## config.mk

```make
export PLATFORM = sky130hd
export DESIGN_NAME = pixel_loader
export DESIGN_NICKNAME = d
export VERILOG_FILES = /design/src/rtl/pixel_loader.sv
export SDC_FILE = /design/constraint.sdc
export NUM_CORES = 1
export LEC_CHECK = 0
export CAP_MARGIN = 20
export CORE_UTILIZATION = 44
export DETAILED_ROUTE_END_ITERATION = 10
export GPL_ROUTABILITY_DRIVEN = 0
export PLACE_DENSITY = 0.68
export REMOVE_ABC_BUFFERS = 1
export SYNTH_ARGS = -nofsm -noshare
export SYNTH_HDL_FRONTEND = slang
export SYNTH_SLANG_ARGS = --single-unit
```

## constraint.sdc

```tcl
create_clock -name clk -period 4.7 [get_ports clk]
set_input_delay 0.94 -clock clk [delete_from_list [all_inputs] [get_ports clk]]
set_output_delay 0.94 -clock clk [all_outputs]
set_load 0.02 [all_outputs]
```

## src/rtl/pixel_loader.sv

```systemverilog
// Streams grayscale pixels in, binarizes each against a threshold and packs
// eight results per byte (first pixel in the MSB) for a downstream classifier
// shift register. After the last byte of a frame the loader idles for
// SETTLE_CYCLES cycles, then pulses frame_done.
//
// Optional build macro: PIXEL_LOADER_INVERT_EN selects bit = (pix_data < threshold)
// for dark-on-light sources; the default is bit = (pix_data >= threshold).
module pixel_loader #(
  parameter int unsigned PIXELS        = 784,
  parameter int unsigned SETTLE_CYCLES = 2
) (
  input  logic       clk,
  input  logic       rst_n,
  input  logic       pix_valid,
  output logic       pix_ready,
  input  logic [7:0] pix_data,
  input  logic       pix_sof,
  input  logic [7:0] threshold,
  output logic       wr_en,
  output logic [7:0] wr_data,
  output logic       frame_done,
  output logic       busy
);

  localparam int unsigned CntW = (PIXELS > 1) ? $clog2(PIXELS) : 1;
  localparam int unsigned SetW = $clog2(SETTLE_CYCLES + 1);

  typedef enum logic [1:0] {
    StIdle,
    StLoad,
    StSettle,
    StDone
  } state_e;

  state_e          state_q;
  logic [CntW-1:0] pix_cnt_q;
  logic [2:0]      bit_cnt_q;
  logic [6:0]      shift_q;
  logic [SetW-1:0] settle_cnt_q;
  logic            pix_ready_q;
  logic            wr_en_q;
  logic [7:0]      wr_data_q;
  logic            frame_done_q;
  logic            busy_q;

  logic hs;
  logic pix_bit;

  assign hs = pix_valid & pix_ready_q;

  // Binarize the incoming pixel (unsigned compare)
`ifdef PIXEL_LOADER_INVERT_EN
  assign pix_bit = (pix_data < threshold);
`else
  assign pix_bit = (pix_data >= threshold);
`endif

  // Frame FSM with counters, byte packing and registered outputs
  always_ff @(posedge clk or negedge rst_n) begin
    if (!rst_n) begin
      state_q      <= StIdle;
      pix_cnt_q    <= '0;
      bit_cnt_q    <= '0;
      shift_q      <= '0;
      settle_cnt_q <= '0;
      pix_ready_q  <= 1'b0;
      wr_en_q      <= 1'b0;
      wr_data_q    <= '0;
      frame_done_q <= 1'b0;
      busy_q       <= 1'b0;
    end else begin
      wr_en_q      <= 1'b0;
      frame_done_q <= 1'b0;
      unique case (state_q)
        StIdle: begin
          pix_ready_q <= 1'b1;
          busy_q      <= 1'b0;
          // Pixels without sof are accepted and dropped
          if (hs && pix_sof) begin
            state_q   <= StLoad;
            busy_q    <= 1'b1;
            pix_cnt_q <= CntW'(1);
            bit_cnt_q <= 3'd1;
            shift_q   <= {6'b0, pix_bit};
          end
        end
        StLoad: begin
          if (hs) begin
            if (pix_sof) begin
              // Restart: this pixel is pixel 0, partial byte is dropped unwritten
              pix_cnt_q <= CntW'(1);
              bit_cnt_q <= 3'd1;
              shift_q   <= {6'b0, pix_bit};
            end else begin
              pix_cnt_q <= pix_cnt_q + CntW'(1);
              bit_cnt_q <= bit_cnt_q + 3'd1;
              shift_q   <= {shift_q[5:0], pix_bit};
              if (bit_cnt_q == 3'd7) begin
                wr_en_q   <= 1'b1;
                wr_data_q <= {shift_q, pix_bit};
              end
              // PIXELS is a multiple of 8, so the last pixel always closes a byte
              if (pix_cnt_q == CntW'(PIXELS - 1)) begin
                state_q      <= StSettle;
                pix_ready_q  <= 1'b0;
                pix_cnt_q    <= '0;
                settle_cnt_q <= '0;
              end
            end
          end
        end
        StSettle: begin
          // First SETTLE cycle carries the final wr_en; count the ones after it
          if (settle_cnt_q == SetW'(SETTLE_CYCLES)) begin
            state_q      <= StDone;
            frame_done_q <= 1'b1;
            busy_q       <= 1'b0;
          end else begin
            settle_cnt_q <= settle_cnt_q + SetW'(1);
          end
        end
        StDone: begin
          state_q     <= StIdle;
          pix_ready_q <= 1'b1;
        end
        default: state_q <= StIdle;
      endcase
    end
  end

  assign pix_ready  = pix_ready_q;
  assign wr_en      = wr_en_q;
  assign wr_data    = wr_data_q;
  assign frame_done = frame_done_q;
  assign busy       = busy_q;

endmodule

```

==> run metrics, run 1 <==
CP endpoint=pix_cnt_q[2]$_DFFE_PN0P_; FF/Latch Area=901 sq um; gr ovfl total=0; worst hold path type=reg -> reg; final wirelength=3440 um; Synth Area in Compound Gates=0.137; area occupied by multi-input gates=938 sq um; VDD IR max=0.141 mV; power consumption=673 uW; most used flip-flop cell after synthesis=dfrtp_1; Syn Inst Count=195; min Tclk post-route=2440 ps; Seq/Total Area, Yosys=0.471; vias=1480; Ports=32; crit path DAT=2630 ps; Clock transition at path regs=70 ps; Worst EP required=4900 ps; FF-to-FF setup slack=2540 ps; measured slew at the worst slew-check pin=585 ps; Syn Area/Cell=9.80 sq um; Slew Viols, Final=0; Synth area leaders=dfrtp_1, ha_1, nand2_1; vias in the first global route=1360; cell count of the worst reg-to-reg path=6; Final nets=266; DRT iter0 DRCs=82; main combinational cell family by area after synthesis=simple AND/OR/NAND/NOR gates; Yosys reg bits=36; Cell Area, Synth=1910 sq um; pwr/cell area=285 nW/um^2; worst-skew pair later-pin latency=290 ps; Setup TNS=0 ps; post-detail-place hpwl=2520 um; final worst path period share=0.519; critical path capture point type=flop; XOR/XNOR Fraction of Synth Area=0.0275; Layout Skew=4.96 ps; Max Used Layer=met4; WL per Instance=12.2 um; antenna cells=0; most common cell after layout, fill and taps aside=dfrtp_1; crit path launch=pix_sof; multiplexer area fraction after synthesis=0.0164; die area=4610 sq um; Die Wd=67.9 um; Pleak=1.09 nW; clock sink count=36; standard-cell row count=23; largest area contributor in the netlist=dfrtp_1; CTS tree=yes; Startpoint Class=primary input; Yosys cell types=37; EDFF count, synth=0; Via-to-Cell Ratio=5.27; post_cts resized=0; WS Path Type=in -> reg; Worst R2R Start=state_q[0]$_DFFE_PN0P_; Core Area=4090 sq um; max_cap viols=0; # Post-CTS Setup Buffers=0; CTS root buf=clkbuf_8; global-route wire length before repair=5840 um; DRC=0; fillers=357; Worst slew margin=0.599; M1 WL=1740 um; Warnings, synthesis=0; Num CTS Buffers=5; GRT Total Usage=0.172; Starting Density=0.468; crit-path max FO=12; layout cell share with drive strength beyond 1=0.0649; Async S/R FF share, synth=1.00; Synth Area in Simple Gates=0.205; H-tree lvl count=2; first-pass detailed-route iteration total=4; Die Y=67.9 um; largest net degree at the start of global routing=37; wire length on met2=1510 um; cts hold-fix bufs=0; Layout area overhead=23.6%; Max Freq=410 MHz; status=finished clean; top cell type's share of synthesized area=0.471; area share of fa/ha/maj cells after synthesis=0.105; Port Buffers=31; met3 wire length=123 um; RSZ-0062 raised after global routing=no; most frequent cells in the layout=dfrtp_1, clkdlybuf4s50_1, nand2_1; end of the worst register-to-register path=pix_cnt_q[2]$_DFFE_PN0P_; Post-DRT Antenna Nets=0; antenna violations before repair=0; Longest Clk Path Bufs=2; Final Hold Viols=0; Setup violations, final=0
-- metal layers --
layer | vias up | global-route usage
li1 | 759 | -
met1 | 681 | 0.228
met2 | 34 | 0.265
met3 | 6 | 0.0400
met4 | 0 | 0.0781
met5 | - | 0
-- critical path, cell delays in order --
cell and delay, ps:
clkdlybuf4s50_1 480, mux2i_1 520, nand2b_1 450, o21ai_0 160
o31ai_1 90
-- through the flow --
| step | hold WS, ps | cell area, sq um | std cells | worst slack (ps) | util |
|---|---|---|---|---|---|
| 2_1_floorplan | 439 | 1900 | 191 | 2560 | - |
| 3_3_place_gp | 459 | 2280 | 273 | 1960 | 0.557 |
| 3_5_place_dp | 466 | 2280 | 273 | 1940 | 0.557 |
| 4_1_cts | 484 | 2360 | 281 | 2250 | 0.578 |
| 5_1_grt | 502 | 2360 | 281 | 2140 | 0.578 |
| 6_report | 479 | 2360 | 281 | 2260 | 0.578 |
-- area by class of cell --
cell class                 instances  share of cell area
clock buffer                       5              0.0291
clock inverter                     3             0.00794
inverter                          15              0.0238
multi-input combinational        140               0.397
sequential                        36               0.381
tap                               50              0.0265
timing repair buffer              32               0.134
-- cells in the mapped netlist, types with 2 or more instances --
| library cell | n |
|---|---|
| ha_1 | 16 |
| nor2b_1 | 2 |
| o21a_1 | 3 |
| or4_4 | 2 |
| nand2b_1 | 5 |
| a21oi_1 | 5 |
| nor3_1 | 5 |
| and2_1 | 2 |
| inv_1 | 14 |
| mux2i_1 | 2 |
| o31ai_1 | 2 |
| nand3_1 | 11 |
| o211ai_1 | 3 |
| clkbuf_1 | 3 |
| nor4_1 | 5 |
| nand2_1 | 27 |
| nand4_1 | 3 |
| o22ai_1 | 2 |
| dfrtp_1 | 36 |
| a22o_1 | 8 |
| o21ai_0 | 2 |
| nor2_1 | 17 |
| xnor2_1 | 6 |
-- logic make-up after synthesis --
kind of cell    after synthesis
compound gates               34
xor+xnor                      6
fa+ha+maj                    16
buf+inv                      19
flops                        36
mux                           3
simple gates                 81
-- flip-flops by register name (all words and copies together), names as in the netlist --
register,count
pix_cnt_q,10
wr_en,1
busy,1
pix_ready,1
frame_done,1
settle_cnt_q,2
wr_data,8
shift_q,7
state_q,2
bit_cnt_q,3
-- where the power goes --
part           leakage, nW  switching, mW  internal [mW]  total (mW)
Clock               0.0479          0.113          0.103       0.216
Combinational        0.582         0.0531         0.0554       0.109
Sequential           0.461         0.0170          0.332       0.349
-- how the worst min path moves through the flow --
stage                           startpoint                endpoint  slack (ps)  cells after the start
floorplan           shift_q[6]$_DFFE_PN0P_  wr_data[7]$_DFFE_PN0P_         440                      2
global placement    wr_data[7]$_DFFE_PN0P_  wr_data[7]$_DFFE_PN0P_         460                      2
detailed placement  wr_data[2]$_DFFE_PN0P_  wr_data[2]$_DFFE_PN0P_         470                      2
CTS                 wr_data[2]$_DFFE_PN0P_  wr_data[2]$_DFFE_PN0P_         480                      2
global route        wr_data[2]$_DFFE_PN0P_  wr_data[2]$_DFFE_PN0P_         500                      2
finish              wr_data[4]$_DFFE_PN0P_  wr_data[4]$_DFFE_PN0P_         480                      2
No activity file was read; power rests on OpenSTA's default activity.
==> run 2, diff against run 1 <==
--- a/config.mk
+++ b/config.mk
@@ -9,7 +9,7 @@
 export CORE_UTILIZATION = 44
 export DETAILED_ROUTE_END_ITERATION = 10
 export GPL_ROUTABILITY_DRIVEN = 0
-export PLACE_DENSITY = 0.68
+export PLACE_DENSITY = 0.71
 export REMOVE_ABC_BUFFERS = 1
 export SYNTH_ARGS = -nofsm -noshare
 export SYNTH_HDL_FRONTEND = slang
==> constraint.sdc (replaced) <==
create_clock -name clk -period 2 [get_ports clk]
set_input_delay 0.4 -clock clk [delete_from_list [all_inputs] [get_ports clk]]
set_output_delay 0.4 -clock clk [all_outputs]
set_load 0.02 [all_outputs]
==> run metrics, run 2 (synthesis gave the netlist of run 1 again) <==
FF/Latch Area=901 sq um (unchanged); most frequent cells in the layout=dfrtp_1, clkdlybuf4s50_1, nand2_1 (unchanged); cell-by-cell trace of the critical path=or4_4 -> or4_4 -> o311ai_2 (was clkdlybuf4s50_1 -> mux2i_1 -> nand2b_1 -> o21ai_0 -> o31ai_1); most flop-heavy register=pix_cnt_q (unchanged); Core Area=4090 sq um (unchanged); measured slew at the worst slew-check pin=420 ps (was 585 ps); sequential power share=0.475 (was 0.518); layout cell share with drive strength beyond 1=0.119 (was 0.0649); Place WS=-189 ps (was 1940 ps); worst-skew pair later-pin latency=290 ps (about the same); Starting Density=0.468 (unchanged); area occupied by multi-input gates=943 sq um (was 938 sq um); RSZ-0062 raised after global routing=no (unchanged); Internal=1.29 mW (was 490 uW); post-layout util=0.609 (was 0.578); # Post-CTS Setup Buffers=0 (unchanged); GRT Total Usage=0.187 (was 0.172); post_cts resized=0 (unchanged); Max stage delay on crit path=570 ps (was 520 ps); Num CTS Buffers=5 (unchanged); Final nets=279 (was 266); standard-cell row count=23 (unchanged); worst hold path type=reg -> reg (unchanged); crit-path max FO=4 (was 12); Layout area overhead=30.2% (was 23.6%); final worst path period share=0.922; first-pass detailed-route iteration total=4 (unchanged); clock sink count=36 (unchanged); gr ovfl total=0 (unchanged); Post-DRT Antenna Nets=0 (unchanged); Longest Clk Path Bufs=2 (unchanged); fillers=370 (was 357); Setup violations, final=0 (unchanged); Setup TNS=0 ps (unchanged); vias in the first global route=1412 (was 1360); Die Wd=67.9 um (unchanged); global-route wire length before repair=6310 um (was 5840 um); vias=1545 (was 1480); Slew Viols, Final=0 (unchanged); Worst EP required=2200 ps (was 4900 ps); final wirelength=3590 um (was 3440 um); die area=4610 sq um (unchanged); Crit-path slowest cell=or4_4 (was mux2i_1); Clock transition at path regs=80 ps (was 70 ps); Die Y=67.9 um (unchanged); antenna cells=0 (unchanged); sw frac=0.252 (was 0.272); post-detail-place hpwl=2670 um (was 2520 um); placed cell area=2370 sq um (was 2280 sq um); DRC=0 (unchanged); Max Freq=542 MHz; Pleak=1.16 nW (was 1.09 nW); critical path capture point type=flop (unchanged); Ports=32 (unchanged); VDD IR max=0.427 mV (was 0.141 mV); pwr/cell area=692 nW/um^2 (was 285 nW/um^2); Largest register FFs=10 (unchanged); H-tree lvl count=2 (unchanged); most common cell after layout, fill and taps aside=dfrtp_1 (unchanged); crit path DAT=2040 ps (was 2630 ps); max_cap viols=0 (unchanged); Layout Skew=6.07 ps (was 4.96 ps); CTS root buf=clkbuf_8 (unchanged); cts hold-fix bufs=0 (unchanged); post-route cell area=2490 sq um (was 2360 sq um); DRT iter0 DRCs=95 (was 82); Via-to-Cell Ratio=5.26 (was 5.27); Startpoint Class=flop (was primary input); cell mode on critical path=or4_4; Final Worst Setup Slack=157 ps (was 2260 ps); switching power=434 uW (was 183 uW); power share of the combinational group=0.157 (was 0.161); WS Path Type=reg -> reg (was in -> reg); Final Hold Viols=0 (unchanged); Port Buffers=31 (unchanged); antenna violations before repair=0 (unchanged); Clock power frac=0.368 (was 0.321); largest net degree at the start of global routing=37 (unchanged); min Tclk post-route=1840 ps; WL per Instance=12.2 um (about the same); power consumption=1.72 mW (was 673 uW); status=finished clean (unchanged); Worst slew margin=0.714 (was 0.599); CTS tree=yes (unchanged)
-- run 2: final cells by class --
type,instances,share of cell area
Clock inverter,3,0.0171
Clock buffer,5,0.0276
Tap cell,50,0.0251
Inverter,15,0.0226
Timing Repair Buffer,45,0.167
Sequential cell,36,0.362
Multi-Input combinational cell,140,0.379
-- run 2: worst max-delay path: cells and delay by family (launching register included) --
| kind | cells | cell delay [ps] |
|---|---|---|
| simple gates | 2 | 1090 |
| compound gates | 1 | 260 |
| flops | 1 | 410 |
-- run 2: metal layers --
layer	vias to the layer above	routed length (um)	GRT usage
li1	784	-	-
met1	728	1750	0.240
met2	27	1650	0.293
met3	6	121	0.0500
met4	0	72	0.0859
met5	-	0	0
-- run 2: worst paths after layout --
kind | depth (start not counted) | from | to | slack [ps]
min in group asynchronous | 2 | rst_n | frame_done$_DFF_PN0_ | 510
max in group asynchronous | 2 | rst_n | pix_cnt_q[8]$_DFFE_PN0P_ | 1170
worst min register to register | 2 | wr_data[5]$_DFFE_PN0P_ | wr_data[5]$_DFFE_PN0P_ | 470
worst max register to register | 3 | pix_cnt_q[6]$_DFFE_PN0P_ | settle_cnt_q[0]$_DFFE_PN0P_ | 160
worst max-delay path | 3 | pix_cnt_q[6]$_DFFE_PN0P_ | settle_cnt_q[0]$_DFFE_PN0P_ | 160
worst min-delay path | 2 | wr_data[5]$_DFFE_PN0P_ | wr_data[5]$_DFFE_PN0P_ | 470
-- run 2: power by group through the flow --
stage               clock (mW)  combinational, mW  sequential, mW
global route             0.698              0.304           0.827
floorplan                    0              0.111           0.851
CTS                      0.654              0.275           0.818
global placement             0              0.266           0.830
finish                   0.633              0.270           0.819
detailed placement           0              0.273           0.832
-- run 2: metrics by stage --
step / hold slack [ps] / instances
6_report: 473 / 294
5_1_grt: 495 / 294
4_1_cts: 481 / 294
3_5_place_dp: 461 / 286
3_3_place_gp: 457 / 286
2_1_floorplan: 104 / 191
==> run 3, diff against run 2 <==
--- a/config.mk
+++ b/config.mk
@@ -6,10 +6,10 @@
 export NUM_CORES = 1
 export LEC_CHECK = 0
 export CAP_MARGIN = 20
-export CORE_UTILIZATION = 44
+export CORE_UTILIZATION = 47
 export DETAILED_ROUTE_END_ITERATION = 10
 export GPL_ROUTABILITY_DRIVEN = 0
-export PLACE_DENSITY = 0.71
+export PLACE_DENSITY = 0.75
 export REMOVE_ABC_BUFFERS = 1
 export SYNTH_ARGS = -nofsm -noshare
 export SYNTH_HDL_FRONTEND = slang
==> run metrics, run 3 (synthesis gave the netlist of run 1 again) <==
status=finished clean (unchanged); crit-path max FO=4 (unchanged); post-detail-place hpwl=2690 um (was 2670 um); die area=4330 sq um (was 4610 sq um); standard-cell row count=22 (was 23); fillers=319 (was 370); CTS root buf=clkbuf_8 (unchanged); Via-to-Cell Ratio=5.40 (was 5.26); Layout Skew=6.39 ps (was 6.07 ps); Clock transition at path regs=80 ps (about the same); global-route wire length before repair=6420 um (was 6310 um); Die Y=65.8 um (was 67.9 um); min Tclk post-route=1860 ps (was 1840 ps); vias in the first global route=1495 (was 1412); CP top delay family=simple AND/OR/NAND/NOR gates (unchanged); crit path launch=pix_cnt_q[6]$_DFFE_PN0P_ (unchanged); antenna violations before repair=0 (unchanged); vias=1578 (was 1545); pwr/cell area=693 nW/um^2 (was 692 nW/um^2); end of the worst register-to-register path=settle_cnt_q[0]$_DFFE_PN0P_ (unchanged); Worst slew margin=0.709 (was 0.714); Die Wd=65.8 um (was 67.9 um); Worst Hold Path EP=wr_data[4]$_DFFE_PN0P_ (was wr_data[5]$_DFFE_PN0P_); Setup violations, final=0 (unchanged); DRT iter0 DRCs=100 (was 95); largest net degree at the start of global routing=37 (unchanged); post-route cell area=2490 sq um (about the same); Max stage delay on crit path=570 ps (about the same); Worst EP required=2160 ps (was 2200 ps); Max Freq=537 MHz (was 542 MHz); WS Path Type=reg -> reg (unchanged); Largest register FFs=10 (unchanged); Ports=32 (unchanged); Startpoint Class=flop (unchanged); measured slew at the worst slew-check pin=428 ps (was 420 ps); most frequent cells in the layout=dfrtp_1, clkdlybuf4s50_1, nand2_1 (unchanged); WL per Instance=12.7 um (was 12.2 um); Post-DRT Antenna Nets=0 (unchanged); Slew Viols, Final=0 (unchanged); CTS tree=yes (unchanged); DRC=0 (unchanged); clock sink count=36 (unchanged); Final Hold Viols=0 (unchanged); crit path DAT=2030 ps (was 2040 ps); RSZ-0062 raised after global routing=no (unchanged); worst hold path type=reg -> reg (unchanged); final worst path period share=0.932 (was 0.922); Core Area=3770 sq um (was 4090 sq um); FF-to-FF setup slack=140 ps (was 160 ps); # Post-CTS Setup Buffers=0 (unchanged); critical path capture point type=flop (unchanged); final wirelength=3700 um (was 3590 um); Final Worst Setup Slack=136 ps (was 157 ps); Num CTS Buffers=5 (unchanged); gr ovfl total=0 (unchanged); cell count of the worst reg-to-reg path=4 (was 3); layout cell share with drive strength beyond 1=0.119 (unchanged); startpoint of the worst hold path=wr_data[4]$_DFFE_PN0P_ (was wr_data[5]$_DFFE_PN0P_); worst-skew pair later-pin latency=290 ps (about the same); H-tree lvl count=2 (unchanged); cell mode on critical path=or4_4 (unchanged); first-pass detailed-route iteration total=5 (was 4); most flop-heavy register=pix_cnt_q (unchanged); cell-by-cell trace of the critical path=or4_4 -> or4_4 -> nand3_1 -> o311ai_2 (was or4_4 -> or4_4 -> o311ai_2); Place WS=-171 ps (was -189 ps); VDD IR max=0.349 mV (was 0.427 mV); CP bufs+invs=0 (unchanged); Worst R2R Start=pix_cnt_q[6]$_DFFE_PN0P_ (unchanged); placed cell area=2370 sq um (about the same); antenna cells=0 (unchanged); max_cap viols=0 (unchanged); Longest Clk Path Bufs=2 (unchanged); Port Buffers=31 (unchanged); most common cell after layout, fill and taps aside=dfrtp_1 (unchanged); Crit-path slowest cell=or4_4 (unchanged); Starting Density=0.507 (was 0.468); Final nets=279 (unchanged); Layout area overhead=30.0% (was 30.2%); GRT Total Usage=0.195 (was 0.187); hold depth=2 (unchanged); Pleak=1.16 nW (about the same)
==> run 3: cell counts in the layout (fill, tap and decap cells not counted) <==
Identical to the previous run, type by type.
==> run 3: worst max path at each step <==
stage | to | cells after the start
after detailed placement | wr_data[0]$_DFFE_PN0P_ | 7
after floorplan | pix_cnt_q[2]$_DFFE_PN0P_ | 6
after global placement | wr_data[0]$_DFFE_PN0P_ | 7
after global routing | settle_cnt_q[0]$_DFFE_PN0P_ | 3
after CTS | pix_cnt_q[2]$_DFFE_PN0P_ | 7
final | settle_cnt_q[0]$_DFFE_PN0P_ | 4
==> run 3: where the power goes <==
part	total, mW	internal, mW	leakage [nW]	switching [mW]
Combinational	0.268	0.140	0.648	0.129
Clock	0.635	0.369	0.0541	0.267
Sequential	0.819	0.779	0.461	0.0396
==> run 3: routing by layer <==
layer	part of all wire	global-route usage	vias up
met5	0	0	-
met4	0.016	0.0788	0
met3	0.034	0.0414	5
met2	0.48	0.328	41
met1	0.47	0.242	746
li1	-	-	786
==> run 3: what timing repair did <==
| item | in CTS | in global routing |
|---|---|---|
| setup endpoints to repair | 0 | 20 |
| hold buffers | 0 | 0 |
| gates resized for setup | 0 | 1 |
==> run 3: final cells by class <==
cell class              instances  area [sq um]  share of cell area
flip-flops and latches         36           901               0.362
repair buffers                 45           415               0.167
clock buffers                   5          68.8              0.0277
well taps                      48          60.1              0.0242
clock inverters                 3          42.5              0.0171
inverters                      15          56.3              0.0226
multi-input cells             140           942               0.379
==> run 3: worst reg2reg max path, stage by stage, from the launching register on <==
cell,delay [ps]
dfrtp_1,420
or4_4,570
or4_4,530
nand3_1,130
o311ai_2,100
==> run 3: through the flow <==
| step | power (mW) | hold WS (ps) | utilization | setup TNS, ps | std cells |
|---|---|---|---|---|---|
| 3_5_place_dp | 1.10 | 465 | 0.629 | -340 | 284 |
| 2_1_floorplan | 0.962 | 104 | - | 0 | 191 |
| 5_1_grt | 1.79 | 503 | 0.659 | 0 | 292 |
| 4_1_cts | 1.74 | 484 | 0.658 | 0 | 292 |
| 3_3_place_gp | 1.10 | 457 | 0.629 | -224 | 284 |
| 6_report | 1.72 | 478 | 0.659 | 0 | 292 |
